### src/rtl/led_pattern_sequencer.sv
// Debounced switch bank driving an 8-LED display: pass-through, up/down counter,
// rotate and bounce patterns, stepped by a switch-selectable prescaled tick.
module led_pattern_sequencer #(
  parameter int unsigned DEBOUNCE_CYCLES = 16,
  parameter int unsigned TICK_DIV        = 1600000
) (
  input  logic       clk,
  input  logic       rst,
  input  logic [7:0] switches,
  output logic [7:0] leds,
  output logic [1:0] mode,
  output logic       tick
);

  localparam int unsigned   CW       = (DEBOUNCE_CYCLES > 1) ? $clog2(DEBOUNCE_CYCLES) : 1;
  localparam int unsigned   PW       = $clog2(TICK_DIV) + 1;
  localparam logic [CW-1:0] CNT_LAST = CW'(DEBOUNCE_CYCLES - 1);

  typedef enum logic [1:0] {
    PASS   = 2'b00,
    COUNT  = 2'b01,
    SHIFT  = 2'b10,
    BOUNCE = 2'b11
  } state_e;

  logic [7:0]    s1_q;
  logic [7:0]    s2_q;
  logic [7:0]    cand_q;
  logic [7:0]    sw_db_q;
  logic [CW-1:0] cnt_q;

  state_e        state_q;
  state_e        mode_d;
  logic [3:0]    fld_q;
  logic [PW-1:0] presc_q;
  logic [PW-1:0] period_d;
  logic          tick_q;
  logic [7:0]    pattern_q;
  logic [7:0]    leds_q;
  logic [7:0]    count_d;
  logic [7:0]    rot_d;
  logic [2:0]    pos_q;
  logic [2:0]    pos_d;
  logic          up_q;

  logic          fld_chg;
  logic          entry;
  logic          term;
  logic          step;

  // Two-flop synchroniser feeding a whole-vector stability filter.
  always_ff @(posedge clk) begin
    if (!rst) begin
      s1_q    <= '0;
      s2_q    <= '0;
      cand_q  <= '0;
      cnt_q   <= '0;
      sw_db_q <= '0;
    end else begin
      s1_q <= switches;
      s2_q <= s1_q;
      if (s2_q != cand_q) begin
        cand_q <= s2_q;
        cnt_q  <= '0;
      end else if (cnt_q != CNT_LAST) begin
        cnt_q <= cnt_q + 1'b1;
      end else begin
        sw_db_q <= cand_q;
      end
    end
  end

  always_comb begin
    mode_d   = state_e'(sw_db_q[7:6]);
    period_d = PW'(TICK_DIV >> sw_db_q[5:4]);
    fld_chg  = (sw_db_q[7:4] != fld_q);
    entry    = (mode_d != state_q);
    term     = (presc_q == (period_d - 1'b1));
    step     = term && !fld_chg;
    count_d  = sw_db_q[0] ? (pattern_q - 8'd1) : (pattern_q + 8'd1);
    rot_d    = {pattern_q[6:0], pattern_q[7]};
    pos_d    = up_q ? (pos_q + 3'd1) : (pos_q - 3'd1);
  end

  // Mode/speed changes are seen one edge after sw_db moves; that same edge
  // restarts the prescaler and performs the entry load, so the two never overlap.
  always_ff @(posedge clk) begin
    if (!rst) begin
      state_q   <= PASS;
      fld_q     <= '0;
      presc_q   <= '0;
      tick_q    <= 1'b0;
      pattern_q <= '0;
      pos_q     <= '0;
      up_q      <= 1'b1;
      leds_q    <= '0;
    end else begin
      state_q <= mode_d;
      tick_q  <= step;

      if (fld_chg) begin
        fld_q   <= sw_db_q[7:4];
        presc_q <= '0;
      end else if (term) begin
        presc_q <= '0;
      end else begin
        presc_q <= presc_q + 1'b1;
      end

      unique case (mode_d)
        PASS: begin
          leds_q <= {2'b00, sw_db_q[5:0]};
        end
        COUNT: begin
          if (entry) begin
            pattern_q <= 8'h00;
            leds_q    <= 8'h00;
          end else if (step) begin
            pattern_q <= count_d;
            leds_q    <= count_d;
          end
        end
        SHIFT: begin
          if (entry) begin
            pattern_q <= 8'h01;
            leds_q    <= 8'h01;
          end else if (step) begin
            pattern_q <= rot_d;
            leds_q    <= rot_d;
          end
        end
        BOUNCE: begin
          if (entry) begin
            pos_q  <= '0;
            up_q   <= 1'b1;
            leds_q <= 8'h01;
          end else if (step) begin
            pos_q  <= pos_d;
            leds_q <= 8'h01 << pos_d;
            // Flip direction on arrival so each end is lit for a single tick.
            if (pos_d == 3'd7) begin
              up_q <= 1'b0;
            end else if (pos_d == 3'd0) begin
              up_q <= 1'b1;
            end
          end
        end
        default: ;
      endcase
    end
  end

  assign leds = leds_q;
  assign mode = sw_db_q[7:6];
  assign tick = tick_q;

endmodule

### config.mk
export PLATFORM = sky130hd
export DESIGN_NAME = led_pattern_sequencer
export DESIGN_NICKNAME = d
export VERILOG_FILES = /design/src/rtl/led_pattern_sequencer.sv
export SDC_FILE = /design/constraint.sdc
export NUM_CORES = 1
export LEC_CHECK = 0
export ABC_CLOCK_PERIOD_IN_PS = 2300
export CAP_MARGIN = 25
export CORE_MARGIN = 1
export CORE_UTILIZATION = 56
export CTS_BUF_LIST = sky130_fd_sc_hd__clkbuf_4 sky130_fd_sc_hd__clkbuf_8
export CTS_CLUSTER_DIAMETER = 80
export DETAILED_ROUTE_END_ITERATION = 16
export PLACE_DENSITY_LB_ADDON = 0.25
export SYNTH_ARGS = -nofsm -noshare
export SYNTH_HDL_FRONTEND = slang
export SYNTH_SLANG_ARGS = --single-unit
### constraint.sdc
create_clock -name clk -period 2.3 [get_ports clk]
set_input_delay 0.46 -clock clk [delete_from_list [all_inputs] [get_ports clk]]
set_output_delay 0.46 -clock clk [all_outputs]
set_load 0.01 [all_outputs]
==> impl_metrics.json <==
{
  "run_status": "finished, final reports clean",
  "synth.yosys.seq_area_share": 0.399,
  "met1Wirelength_mm": 4.01,
  "ys_types": 63,
  "period_minus_slack_ns": 2.25,
  "crit_path_max_fanout": 5,
  "gr-usage-all-layers": 0.249,
  "tritoncts.num_buffers": 9,
  "setup_viol": 0,
  "critical-path-slowest-cell": "sky130_fd_sc_hd__or4b_4",
  "fin_util": 0.694,
  "cp_data_arrival_time_ns": 2.51,
  "pre_cts_slack_ns": -0.0488,
  "slew_headroom": 0.622,
  "slowest_delay_ns": 0.53,
  "r2r-start": "sw_db_q[5]",
  "powerDensity_nw_per_um2": 524,
  "tritoncts": "done",
  "max_cap_violations": 0,
  "post_drt_wl_per_cell_um": 15.7,
  "place_hpwl_mm": 6.71,
  "worst_pin_slew_ns": 0.567,
  "ir_drop_mv": 0.312,
  "worstRegToRegCells": 9,
  "layout_commonest_cell": "sky130_fd_sc_hd__dfxtp_1",
  "port_buffers": 20,
  "synth_enable_flop_cells": 0,
  "drc_errors": 0,
  "timing.critical_path.depth": 9,
  "antenna_found_initial": 0,
  "timing.critical_path.required_ns": 2.56,
  "clk_pin_slew_worst_paths_ns": 0.10,
  "synth_area_um2": 4260,
  "coreArea_um2": 7290,
  "timing.setup.critical_path_class": "reg2reg",
  "die_area_um2": 7960,
  "design.final.nets": 545,
  "netlist.top_cell.by_area": "sky130_fd_sc_hd__dfxtp_1",
  "dr_wl_met2_mm": 4.84,
  "n_antenna_cell": 0,
  "crit_path_start_kind": "flip-flop",
  "leakage_nw": 1.88,
  "clockBufferDepth": 2,
  "worst_slack_ns": 0.0522,
  "synthArstFlopShare": 0,
  "detail_route.vias_per_cell": 5.77,
  "grt-ovfl-total": 0,
  "worstSetupEndpointType": "flip-flop",
  "hold_start": "s1_q[3]",
  "drive_gt1_frac": 0.154,
  "mappedNetlistNets": 506,
  "hold-worst-slack_ns": 0.442,
  "worst_hold_path.num_cells": 1,
  "synthDominantCellAreaShare": 0.399,
  "drt-total-wl_mm": 9.69,
  "yosys_warnings": 0,
  "grt_first_pass_wirelength_mm": 15.0,
  "route.vias.total": 3569,
  "clock_latency_reported_for_the_late_side_of_the_worst_skew_pair_ns": 0.37,
  "maxClockFrequency_mhz": 445,
  "place_congestion": 0.881,
  "fin_crit_sh": 0.977,
  "synth_top_flop_cell": "sky130_fd_sc_hd__dfxtp_1",
  "firstDrtPassIters": 4,
  "slew_viol_final": 0,
  "grt_max_degree": 39,
  "syn_area_per_cell_um2": 8.96,
  "yosys-top-cells-area": "sky130_fd_sc_hd__dfxtp_1, sky130_fd_sc_hd__xnor2_1, sky130_fd_sc_hd__ha_1",
  "synthCells": 476,
  "synth.ff_latch_count": 85,
  "hold_viol_final": 0,
  "critical-path-top-delay-family": "simple AND/OR/NAND/NOR gates",
  "rsz0062_at_grt": "true",
  "clock_sinks": 85,
  "number_of_global_route_vias_before_repair": 3279,
  "htree_num_levels": 3,
  "maxUsedRoutingLayer": "met4",
  "worstSetupStartpoint": "sw_db_q[5]",
  "core.rowCount": 31,
  "crit_path_cell_trace": "inv_4 > ha_4 > or4b_4 > o211ai_2 > and3_4 > nand4_1 > buf_4 > a211oi_2 > a21oi_1",
  "postCtsHoldBufs": 0,
  "most_frequent_cells_in_the_layout": "sky130_fd_sc_hd__dfxtp_1, sky130_fd_sc_hd__nor2_1, sky130_fd_sc_hd__nand2_1",
  "hold_path_class": "reg2reg",
  "ant_nets": 0,
  "met3WireLength_um": 568,
  "finalClockSkew_ns": 0.0147,
  "synthToLayoutAreaGrowth_pct": 18.8,
  "floorplan.initialDensity": 0.585,
  "drt_first_iter_violations": 179,
  "design.portCount": 21,
  "clk_root_buffer_cell": "sky130_fd_sc_hd__clkbuf_8",
  "floorplan.die.height_um": 89.2,
  "crit_buf_inv": 2,
  "die-width_um": 89.2
}
cell usage after synthesis (all sizes together) (2+ instances only):
master	n
nor3	14
o31ai	3
nor2	54
o32ai	8
and4	3
clkinv	2
dfxtp	85
a31oi	6
buf	9
ha	18
o21ai	12
a211oi	3
nand2	42
inv	9
mux2i	15
clkbuf	11
a21o	3
or3	7
xnor2	27
nand3	24
nand4bb	2
a21oi	16
fa	2
o211ai	2
nand2b	4
o22ai	3
o2bb2ai	2
and3	8
and2	28
a31o	2
xor2	19
a21boi	3
nor4	4
o21a	3
nand4	10
kinds of logic (layout without fill, tap and decap cells):
logic type,Yosys count,count (layout),synth area share
AND/OR/NAND/NOR,206,207,0.254
flip-flops,85,85,0.399
AO/OA/AOI/OAI,72,72,0.115
XOR/XNOR,47,47,0.0998
buffers and inverters,31,74,0.0349
adder cells (fa/ha/maj),20,20,0.0622
multiplexers,15,15,0.0352
worst paths after layout:
kind,end,slack [ns]
max,leds[4],0.05
min,s2_q[3],0.44
max reg2reg,leds[4],0.05
min reg2reg,s2_q[3],0.44
repair_timing:
| action | CTS | global route |
|---|---|---|
| endpoints found under the hold margin | 0 | 0 |
| cloned | 1 | 0 |
| buffers inserted | 0 | 1 |
| pin swaps | 1 | 6 |
| gates resized for setup | 3 | 30 |
| endpoints found under the setup margin | 13 | 42 |
state kept, by name, summed over array words and instances (netlist names):
name       count
s1_q           8
fld_q          4
up_q           1
cnt_q          4
s2_q           8
leds           8
presc_q       22
sw_db_q        8
cand_q         8
pattern_q      8
pos_q          3
state_q        2
tick           1
layout make-up:
class                   instances  area (um^2)
flip-flops and latches         85         1710
clock inverters                 7         76.3
clock buffers                   9          124
well taps                      99          124
fillers                       576         2230
repair buffers                 47          419
multi-input cells             361         2560
inverters                      11         48.8
per-stage QoR:
step	setup TNS, ns	instances	area [um^2]	power, mW
detailed placement	-0.0707	601	4700	1.63
finish	0	619	5060	2.65
CTS	-0.00153	618	4920	2.68
global route	-0.229	619	5060	2.76
floorplan	0	476	4280	1.59
global placement	0	601	4700	1.63
report_power, final:
group          switching [mW]  internal [mW]  total, mW
logic                  0.0446         0.0446     0.0891
registers              0.0142           1.49       1.51
clock network           0.628          0.429       1.06
metal layers:
layer,vias to the layer above,global-route usage
met3,26,0.0499
met5,-,0
met4,0,0.137
li1,1747,-
met1,1671,0.304
met2,125,0.412
Power figures use the tool's default switching activity.
